===== src/rtl/stopwatch_core.sv =====
// BCD MM:SS stopwatch core with run, hold and adjust modes driven by edge-detected divider levels.
// Optional clear button when STOPWATCH_CLR_EN is defined.
module stopwatch_core (
    input  logic       clk,
    input  logic       rst,
    input  logic       countclk,
    input  logic       adjclk,
    input  logic       blinkclk,
    input  logic       pause,
    input  logic       adj,
    input  logic       sel,
`ifdef STOPWATCH_CLR_EN
    input  logic       clr,
`endif
    output logic [3:0] min_tens,
    output logic [3:0] min_ones,
    output logic [3:0] sec_tens,
    output logic [3:0] sec_ones,
    output logic       blank_min,
    output logic       blank_sec,
    output logic       paused
);

    typedef enum logic [1:0] {MODE_RUN, MODE_HOLD, MODE_ADJUST} mode_t;

    mode_t      mode;
    logic       count_q, adjclk_q, pause_q, blink_q;
    logic       count_tick, adj_tick, pause_tick;
    logic [7:0] min_q, sec_q, min_n, sec_n;
    logic [7:0] min_inc, sec_inc;
    logic       sec_wrap;

`ifdef STOPWATCH_CLR_EN
    logic clr_q;
    logic clr_tick;
    assign clr_tick = clr & ~clr_q;
`endif

    assign count_tick = countclk & ~count_q;
    assign adj_tick   = adjclk & ~adjclk_q;
    assign pause_tick = pause & ~pause_q;

    // Two-digit BCD increment over 00..59; 59 wraps to 00.
    function automatic logic [7:0] inc_field(input logic [7:0] f);
        if (f[3:0] != 4'd9)
            return {f[7:4], f[3:0] + 4'd1};
        else if (f[7:4] != 4'd5)
            return {f[7:4] + 4'd1, 4'd0};
        else
            return 8'h00;
    endfunction

    assign min_inc  = inc_field(min_q);
    assign sec_inc  = inc_field(sec_q);
    assign sec_wrap = (sec_q == 8'h59);

    always_comb begin
        // NOTE: every output of this block gets a default first so no path leaves it unassigned (no latch).
        mode      = adj ? MODE_ADJUST : (paused ? MODE_HOLD : MODE_RUN);
        min_n     = min_q;
        sec_n     = sec_q;
        blank_min = 1'b0;
        blank_sec = 1'b0;

        case (mode)
            MODE_ADJUST: begin
                if (adj_tick) begin
                    if (sel) sec_n = sec_inc;
                    else     min_n = min_inc;
                end
                blank_min = ~sel & blink_q;
                blank_sec =  sel & blink_q;
            end
            MODE_RUN: begin
                if (count_tick) begin
                    sec_n = sec_inc;
                    if (sec_wrap) min_n = min_inc;
                end
            end
            default: ;
        endcase

`ifdef STOPWATCH_CLR_EN
        if (clr_tick) begin
            min_n = 8'h00;
            sec_n = 8'h00;
        end
`endif
    end

    // NOTE: sequential state uses non-blocking assignments so all registers update from pre-edge values.
    always_ff @(posedge clk) begin
        if (rst) begin
            // Previous samples load the live inputs so a level already high does not tick.
            count_q  <= countclk;
            adjclk_q <= adjclk;
            pause_q  <= pause;
            blink_q  <= 1'b0;
            min_q    <= 8'h00;
            sec_q    <= 8'h00;
            paused   <= 1'b0;
        end else begin
            count_q  <= countclk;
            adjclk_q <= adjclk;
            pause_q  <= pause;
            blink_q  <= blinkclk;
            min_q    <= min_n;
            sec_q    <= sec_n;
            if (pause_tick) paused <= ~paused;
        end
    end

`ifdef STOPWATCH_CLR_EN
    always_ff @(posedge clk) begin
        clr_q <= clr;
    end
`endif

    assign min_tens = min_q[7:4];
    assign min_ones = min_q[3:0];
    assign sec_tens = sec_q[7:4];
    assign sec_ones = sec_q[3:0];

endmodule


===== config.mk =====
export PLATFORM = sky130hd
export DESIGN_NAME = stopwatch_core
export DESIGN_NICKNAME = d
export VERILOG_FILES = /design/src/rtl/stopwatch_core.sv
export SDC_FILE = /design/constraint.sdc
export NUM_CORES = 1
export LEC_CHECK = 0
export CAP_MARGIN = 20
export CORE_ASPECT_RATIO = 0.75
export CORE_MARGIN = 8
export CORE_UTILIZATION = 47
export CTS_CLUSTER_SIZE = 30
export DETAILED_ROUTE_END_ITERATION = 10
export PLACE_DENSITY = 0.84
export SLEW_MARGIN = 20
export SYNTH_ARGS = -nofsm -noshare
export SYNTH_HDL_FRONTEND = slang
export SYNTH_SLANG_ARGS = --single-unit
export TNS_END_PERCENT = 50

===== constraint.sdc =====
create_clock -name clk -period 2.25 [get_ports clk]
set_input_delay 0.3375 -clock clk [delete_from_list [all_inputs] [get_ports clk]]
set_output_delay 0.3375 -clock clk [all_outputs]
set_load 0.05 [all_outputs]

* After elaboration in Yosys (flattened, before gate mapping) *
Index checks and enable logic that the tools add are counted.

cells by class
  $add $sub $neg = 4
  equal/unequal tests = 11
  mux-type cells = 17
  bitwise operators = 10
  reduce and logical (&&, ||, !) cells = 4

operators by type and width
  operator               count
  $mux W8                11
  $pmux W8 S2            2
  $add A4 B1 Y4 const B  4
  $ne A2 B2 Y1 const B   5
  $eq A8 B7 Y1 const B   1
  $ne A4 B3 Y1 const B   2
  $ne A4 B4 Y1 const B   2
  $and A1 B1 Y1          5
  $not A1 Y1             5
  $reduce_and A5 Y1      1
  $reduce_and A4 Y1      1
  $mux W1                3
  $eq A2 B2 Y1 const B   1
  $logic_not A2 Y1       1
  $mux W2                1
  $reduce_bool A2 Y1     1

storage, ports and cells
  register bits after elaboration = 21
  output and inout bits = 19
  logic and storage cells = 53

* Logic depth before layout (Yosys ltp) *
Gate-level depths: netlist of run 1.

  word-level depth = 6
  depth in mapped cells = 5
  gate-level depth less buffers = 4

* Worst setup path after synthesis of run 1 *
No wires, ideal clock.

  path kind = register to register
  start = register paused
  end = register min_q[7]
  library setup time = 0.121 ns
  arrival time = 1.854 ns
  path slack = 0.275 ns
  stages on the path, launching flop included = 5
  cells stage by stage = dfxtp_1 nor4b_4 o211ai_4 nor4_1 mux2_2

on the way
  word-level cells in the longest chain between the ends = 5

RTL lines
  element                                                              RTL line  text
  from (decl)                                                          21        output logic paused
  from (signal assigned)                                               109       if (pause_tick) paused <= ~paused;
  $mux W1 (*)                                                          59        mode = adj ? MODE_ADJUST : (paused ? MODE_HOLD : MODE_RUN);
  $mux W2 (*)                                                          59
  $eq A2 B2 Y1 / $logic_not A2 Y1 (equally long branches)              65        case (mode)
  $ne A2 B2 Y1 (no line) / $reduce_bool A2 Y1 (equally long branches)  -
  $reduce_and A5 Y1 (no line)                                          -
  to (signal assigned)                                                 107       min_q <= min_n;
  to (decl)                                                            29        logic [7:0] min_q, sec_q, min_n, sec_n;

Mark *: on every way between the ends. The rest lies on a longest branch, timed or not.
A chain may end at the register's enable or synchronous reset.

* Final worst setup path of run 1 *
  start = register sec_q[3]
  end = output port sec_ones[3]

RTL lines
  element                 RTL line  text
  from (decl)             29
  from (signal assigned)  108       sec_q <= sec_n;
  to (decl)               18        output logic [3:0] sec_ones,

No word-level cell between the ends.

==> results of run 1 <==
stage by stage:
step | cells | setup WS, ns
2_1_floorplan | 115 | 0.275
3_3_place_gp | 168 | 0.117
3_5_place_dp | 168 | 0.0863
4_1_cts | 172 | 0.216
5_1_grt | 172 | 0.165
6_report | 172 | 0.213
power groups by stage:
stage | clock network (uW) | logic, uW | registers (uW)
2_1_floorplan | 0 | 37.4 | 412
3_5_place_dp | 0 | 89.1 | 398
5_1_grt | 199 | 95.7 | 391
4_1_cts | 181 | 89.5 | 390
3_3_place_gp | 0 | 87.5 | 398
6_report | 181 | 89.3 | 390
kinds of logic (layout without fill, tap and decap cells):
kind of cell | count (synthesis) | count (layout) | share of synthesized area
AOI/OAI and AO/OA | 31 | 31 | 0.200
buffers and inverters | 9 | 41 | 0.0433
xor gates and xnor gates | 3 | 3 | 0.0246
and+or+nand+nor | 45 | 45 | 0.280
muxes | 6 | 6 | 0.0596
DFF | 21 | 21 | 0.393
area by class of cell:
cell class,count,area (um2)
fillers,187,812
multi-input cells,85,603
flip-flops and latches,21,420
repair buffers,31,318
well taps,25,31.3
clock buffers,4,26.3
inverters,6,22.5
state kept, by name, indices dropped and copies added, names as in the netlist:
register / cells
blink_q: 1
count_q: 1
paused: 1
pause_q: 1
adjclk_q: 1
sec_q: 8
min_q: 8
metal layers:
layer  vias up  share of wire  routed length, um
met1       481           0.46               1180
met2        15           0.48               1220
met5         -              0                  0
met4         0          0.022                 56
li1        497              -                  -
met3         4          0.035                 89
layout by cell type, fill, tap and decap left out, types with 2 or more instances in the layout:
| cell type | count |
|---|---|
| a31oi_1 | 2 |
| nand4_1 | 2 |
| nand3_1 | 2 |
| nand2b_1 | 2 |
| o31ai_1 | 2 |
| xor2_1 | 2 |
| nor2_1 | 12 |
| o21ai_0 | 5 |
| nor4_1 | 2 |
| nor2b_1 | 4 |
| buf_12 | 2 |
| nand3b_1 | 3 |
| nand2_1 | 2 |
| and3b_1 | 2 |
| inv_1 | 6 |
| nor3_1 | 2 |
| clkbuf_4 | 3 |
| and4bb_2 | 2 |
| clkdlybuf4s50_1 | 24 |
| or4_1 | 2 |
| o211ai_1 | 2 |
| dfxtp_1 | 21 |
| a21oi_1 | 12 |
| mux2_2 | 3 |
| or3_1 | 2 |
| buf_4 | 5 |
| mux2i_1 | 3 |
final timing paths:
check / startpoint / endpoint / slack [ns] / cells past startpoint
setup / recovery: sec_q[3] / sec_ones[3] / 0.21 / 1
hold / removal: pause / pause_q / 0.49 / 1
setup reg to reg: sec_q[3] / min_q[4] / 0.45 / 4
hold reg to reg: min_q[5] / min_q[5] / 0.55 / 2
==> flow_summary_export.csv, run 1 <==
group,metric,value,unit
detailed_routing,ant_nets,0,
clock_tree,insertion_delay,0.30,ns
finish,drive_above_1_share,0.143,
power,power.density,464,mW/mm2
detailed_routing,drt_iter0_drc,69,
detailed_routing,postRouteWirelength,2540,um
global_route,top_usage_layer,"met2",
die,core-area,0.00223,mm2
sta,finalClockSkew,0.00500,ns
synthesis,ys.flop_type,"dfxtp_1",
sta,hold_ws,0.488,ns
clock_tree,cts_tree,"yes",
finish,stdcell_area,0.00142,mm2
synthesis,yosys_warnings,0,
job,maxCapViolations,0,
synthesis,ys_ff_latch,21,
synthesis,synthArstFlopShare,0,
clock_tree,cts_sinks,21,
synthesis,synth_top_cells_by_area,"dfxtp_1 (39%), a21oi_1 (5.6%), nor2_1 (4.2%), mux2_2 (3.2%), mux2i_1 (2.8%)",
power,combPwrFrac,0.135,
die,initial_utilization,0.479,
sta,worstMarginPinSlew,0.614,ns
placed_design,gp_congestion,0.811,
finish,diodes,0,
power,pwr-share-clk,0.274,
sta,fmax,491,MHz
detailed_routing,drc,0,
sta,rsz0062_at_grt,"no",
power,swShare,0.259,
global_route,grt_pass1_wl,4170,um
synthesis,synth_seq_area_share,0.393,
worst_setup_path,path_class,"flip-flop to output pin",
die,ios,27,
sta,slew_violations,0,
worst_setup_path,path_buf_inv,1,
detailed_routing,vias_per_cell,5.80,
worst_setup_path,cp.required,1.91,ns
synthesis,synth_edf_count,0,
worst_setup_path,crit_slowest_cell,"clkdlybuf4s50_1",
worst_setup_path,crit_family,"buffers and inverters",
sta,hold_viol_final,0,
synthesis,netlist_instances,115,
global_route,met1_usage,0.143,
global_route,grt-ovfl-total,0,
worst_setup_path,start_kind,"flip-flop",
clock_tree,clockRootBuffer,"clkbuf_4",
placed_design,dpl_cell_area,0.00140,mm2
placed_design,place_hpwl,1940,um
clock_tree,cts_buffers,3,
global_route,use_met3,0.0315,
synthesis,yosysTopAreaCell,"dfxtp_1",
global_route,antenna_found_initial,0,
detailed_routing,route.vias.total,997,
power,seq_power_share,0.591,
power,power.total,660,uW
finish,areaGrowthSynthToFinish,32.9,%
die,dieArea,0.00407,mm2
sta,fin_tns_setup,0,ns
clock_tree,clkTransAtPathRegs,0.12,ns
die,die_width,71.1,um
finish,nNetsFinal,156,
global_route,met2_usage,0.209,
detailed_routing,avgRoutedWirePerCell,14.8,um
global_route,grt_pass1_vias,926,
clock_tree,htreeDepth,1,
power,p_switching,171,uW
clock_tree,cts.path.max_buffers,2,
sta,setup_viol,0,
sta,relSlewSlack,0.590,
clock_tree,post_cts_buffers,0,
synthesis,synth_nets,123,
worst_setup_path,critPathArrivalTime,1.70,ns
worst_setup_path,slowest_delay,0.90,ns
clock_tree,cts_resized,0,
placed_design,portBuffers,26,
power,power.internal,489,uW
worst_setup_path,path_max_fanout,9,
die,dieHeight,57.3,um
power,peakVddDrop,397,uV
finish,fin_util,0.636,
worst_setup_path,crit_chain,"clkdlybuf4s50_1",
synthesis,netlist_area,0.00107,mm2
worst_hold_path,holdCritPathClass,"input pin to flip-flop",
sta,post-route-period-util,0.905,
synthesis,yosysUniqueCellTypes,41,
sta,fin_crit,2.04,ns
synthesis,synthTopCellsByCount,"dfxtp_1 (21), a21oi_1 (12), nor2_1 (12)",
global_route,grt_max_degree,18,
global_route,grt_use_total,0.123,
synthesis,yosys.area.top_type_share,0.393,
synthesis,synth_most_common_cell,"dfxtp_1",
worst_setup_path,end_kind,"output pin",
clock_tree,postCtsHoldBufs,0,
detailed_routing,firstDrtPassIters,4,
power,p_leak,0.000498,uW
run_status,outcome,"complete, no violations",
synthesis,synth.avg_cell_area,9.30,um2
die,fp-row-count,15,
Power figures use the tool's default switching activity.
==> run 2, diff against run 1 <==
--- a/config.mk
+++ b/config.mk
@@ -6,12 +6,14 @@
 export NUM_CORES = 1
 export LEC_CHECK = 0
 export CAP_MARGIN = 20
+export CELL_PAD_IN_SITES_DETAIL_PLACEMENT = 0
+export CELL_PAD_IN_SITES_GLOBAL_PLACEMENT = 1
 export CORE_ASPECT_RATIO = 0.75
 export CORE_MARGIN = 8
-export CORE_UTILIZATION = 47
+export CORE_UTILIZATION = 35
 export CTS_CLUSTER_SIZE = 30
 export DETAILED_ROUTE_END_ITERATION = 10
-export PLACE_DENSITY = 0.84
+export PLACE_DENSITY = 0.83
 export SLEW_MARGIN = 20
 export SYNTH_ARGS = -nofsm -noshare
 export SYNTH_HDL_FRONTEND = slang
==> flow_summary_export.csv, run 2 (same netlist as run 1, synthesis figures left out) <==
group,metric,value,unit
worst_hold_path,hp-start,"min_q[5]",
job,maxCapViolations,0,
worst_hold_path,hold_end,"min_q[5]",
global_route,antenna_found_initial,0,
placed_design,place_hpwl,1960,um
sta,relSlewSlack,0.642,
finish,fill_cells,286,
die,initial_utilization,0.364,
worst_setup_path,r2r_end,"sec_q[6]",
detailed_routing,ant_nets,0,
sta,slew_violations,0,
worst_setup_path,end_kind,"output pin",
finish,regArea,420,um2
die,dieHeight,63.9,um
die,fp-row-count,17,
worst_setup_path,slowest_delay,0.87,ns
worst_setup_path,reg2reg_depth,5,
placed_design,portBuffers,26,
worst_setup_path,crit_family,"buffers and inverters",
clock_tree,insertion_delay,0.26,ns
clock_tree,clockRootBuffer,"clkbuf_8",
global_route,grt_use_total,0.106,
sta,hold_ws,0.527,ns
worst_hold_path,holdCritPathClass,"flip-flop to flip-flop",
detailed_routing,vias_per_cell,5.26,
run_status,outcome,"complete, no violations",
clock_tree,postCtsHoldBufs,0,
finish,diodes,0,
sta,fmax,504,MHz
detailed_routing,avgRoutedWirePerCell,14.5,um
power,p_leak,0.000507,uW
worst_hold_path,whs_path_depth,2,
placed_design,dp.cells,181,
clock_tree,post_cts_buffers,0,
finish,layout_commonest_cell,"clkdlybuf4s50_1",
global_route,grt_pass1_wl,4330,um
global_route,grt_pass1_vias,914,
clock_tree,clkTransAtPathRegs,0.08,ns
die,dieArea,0.00510,mm2
sta,rsz0062_at_grt,"no",
detailed_routing,firstDrtPassIters,4,
clock_tree,cts_sinks,21,
worst_setup_path,path_class,"flip-flop to output pin",
power,peakVddDrop,334,uV
sta,hold_viol_final,0,
global_route,grt-ovfl-total,0,
die,ios,27,
worst_setup_path,crit_chain,"clkdlybuf4s50_1",
clock_tree,cts_resized,0,
finish,layout_common_cells,"clkdlybuf4s50_1 (24), dfxtp_1 (21), nor2_1 (12), a21oi_1 (12), inv_1 (6)",
worst_setup_path,critPathArrivalTime,1.65,ns
sta,fin_tns_setup,0,ns
sta,post-route-period-util,0.882,
die,die_width,79.8,um
sta,setup_viol,0,
finish,fin_util,0.497,
finish,top_regs,"min_q (8), sec_q (8)",
detailed_routing,postRouteWirelength,2680,um
power,power.density,500,mW/mm2
clock_tree,htreeDepth,1,
worst_setup_path,rrSetupSlack,0.45,ns
sta,worstMarginPinSlew,0.535,ns
worst_setup_path,cp.required,1.91,ns
worst_setup_path,rr_startpoint,"paused",
clock_tree,cts_tree,"yes",
worst_setup_path,path_buf_inv,1,
die,core-area,0.00294,mm2
sta,finalClockSkew,0.00652,ns
worst_setup_path,start_kind,"flip-flop",
clock_tree,cts.path.max_buffers,2,
worst_setup_path,path_max_fanout,5,
clock_tree,cts_buffers,3,
finish,drive_above_1_share,0.150,
detailed_routing,drt_iter0_drc,65,
finish,multi_input_area,603,um2
detailed_routing,route.vias.total,974,
sta,fin_crit,1.98,ns
worst_setup_path,crit_slowest_cell,"clkdlybuf4s50_1",
finish,nNetsFinal,156,
global_route,grt_max_degree,16,
finish,layoutNonFillerInstCount,185,
finish,areaGrowthSynthToFinish,36.3,%
detailed_routing,drc,0,
placed_design,gp_congestion,0.758,
-- run 2: power by group --
part           leakage, uW  internal [uW]  switching (uW)  total (uW)
registers         0.000171            380            10.4         390
clock network    0.0000255            123             126         250
logic             0.000311           39.3            50.2        89.5
total             0.000507            542             187         729
-- run 2: worst max-delay path by stage --
stage                start       end  slack (ns)  cells past startpoint
finish              paused    paused        0.27                      1
global route        paused    paused        0.23                      1
CTS                 paused    paused        0.27                      1
detailed placement     adj  sec_q[6]        0.08                      6
global placement       adj  min_q[4]        0.13                      5
floorplan           paused  min_q[7]        0.27                      4
-- run 2: layout make-up --
type / count / share of cell area
well taps: 38 / 0.0326
inverters: 6 / 0.0155
multi-input cells: 85 / 0.414
repair buffers: 31 / 0.218
flip-flops and latches: 21 / 0.288
clock inverters: 1 / 0.00343
clock buffers: 3 / 0.0283
-- run 2: layer usage --
| metal | vias up | global-route usage | share of wire |
|---|---|---|---|
| li1 | 495 | - | - |
| met1 | 449 | 0.126 | 0.44 |
| met2 | 28 | 0.166 | 0.48 |
| met3 | 2 | 0.0461 | 0.073 |
| met4 | 0 | 0.0339 | 0.010 |
| met5 | - | 0 | 0 |
-- run 2: stage by stage --
stage	instance area [um2]	total power, uW	setup WS [ns]
final	1460	729	0.266
after global routing	1460	763	0.230
after CTS	1460	735	0.269
after detailed placement	1410	487	0.0839
after global placement	1410	486	0.132
after floorplan	1070	449	0.275
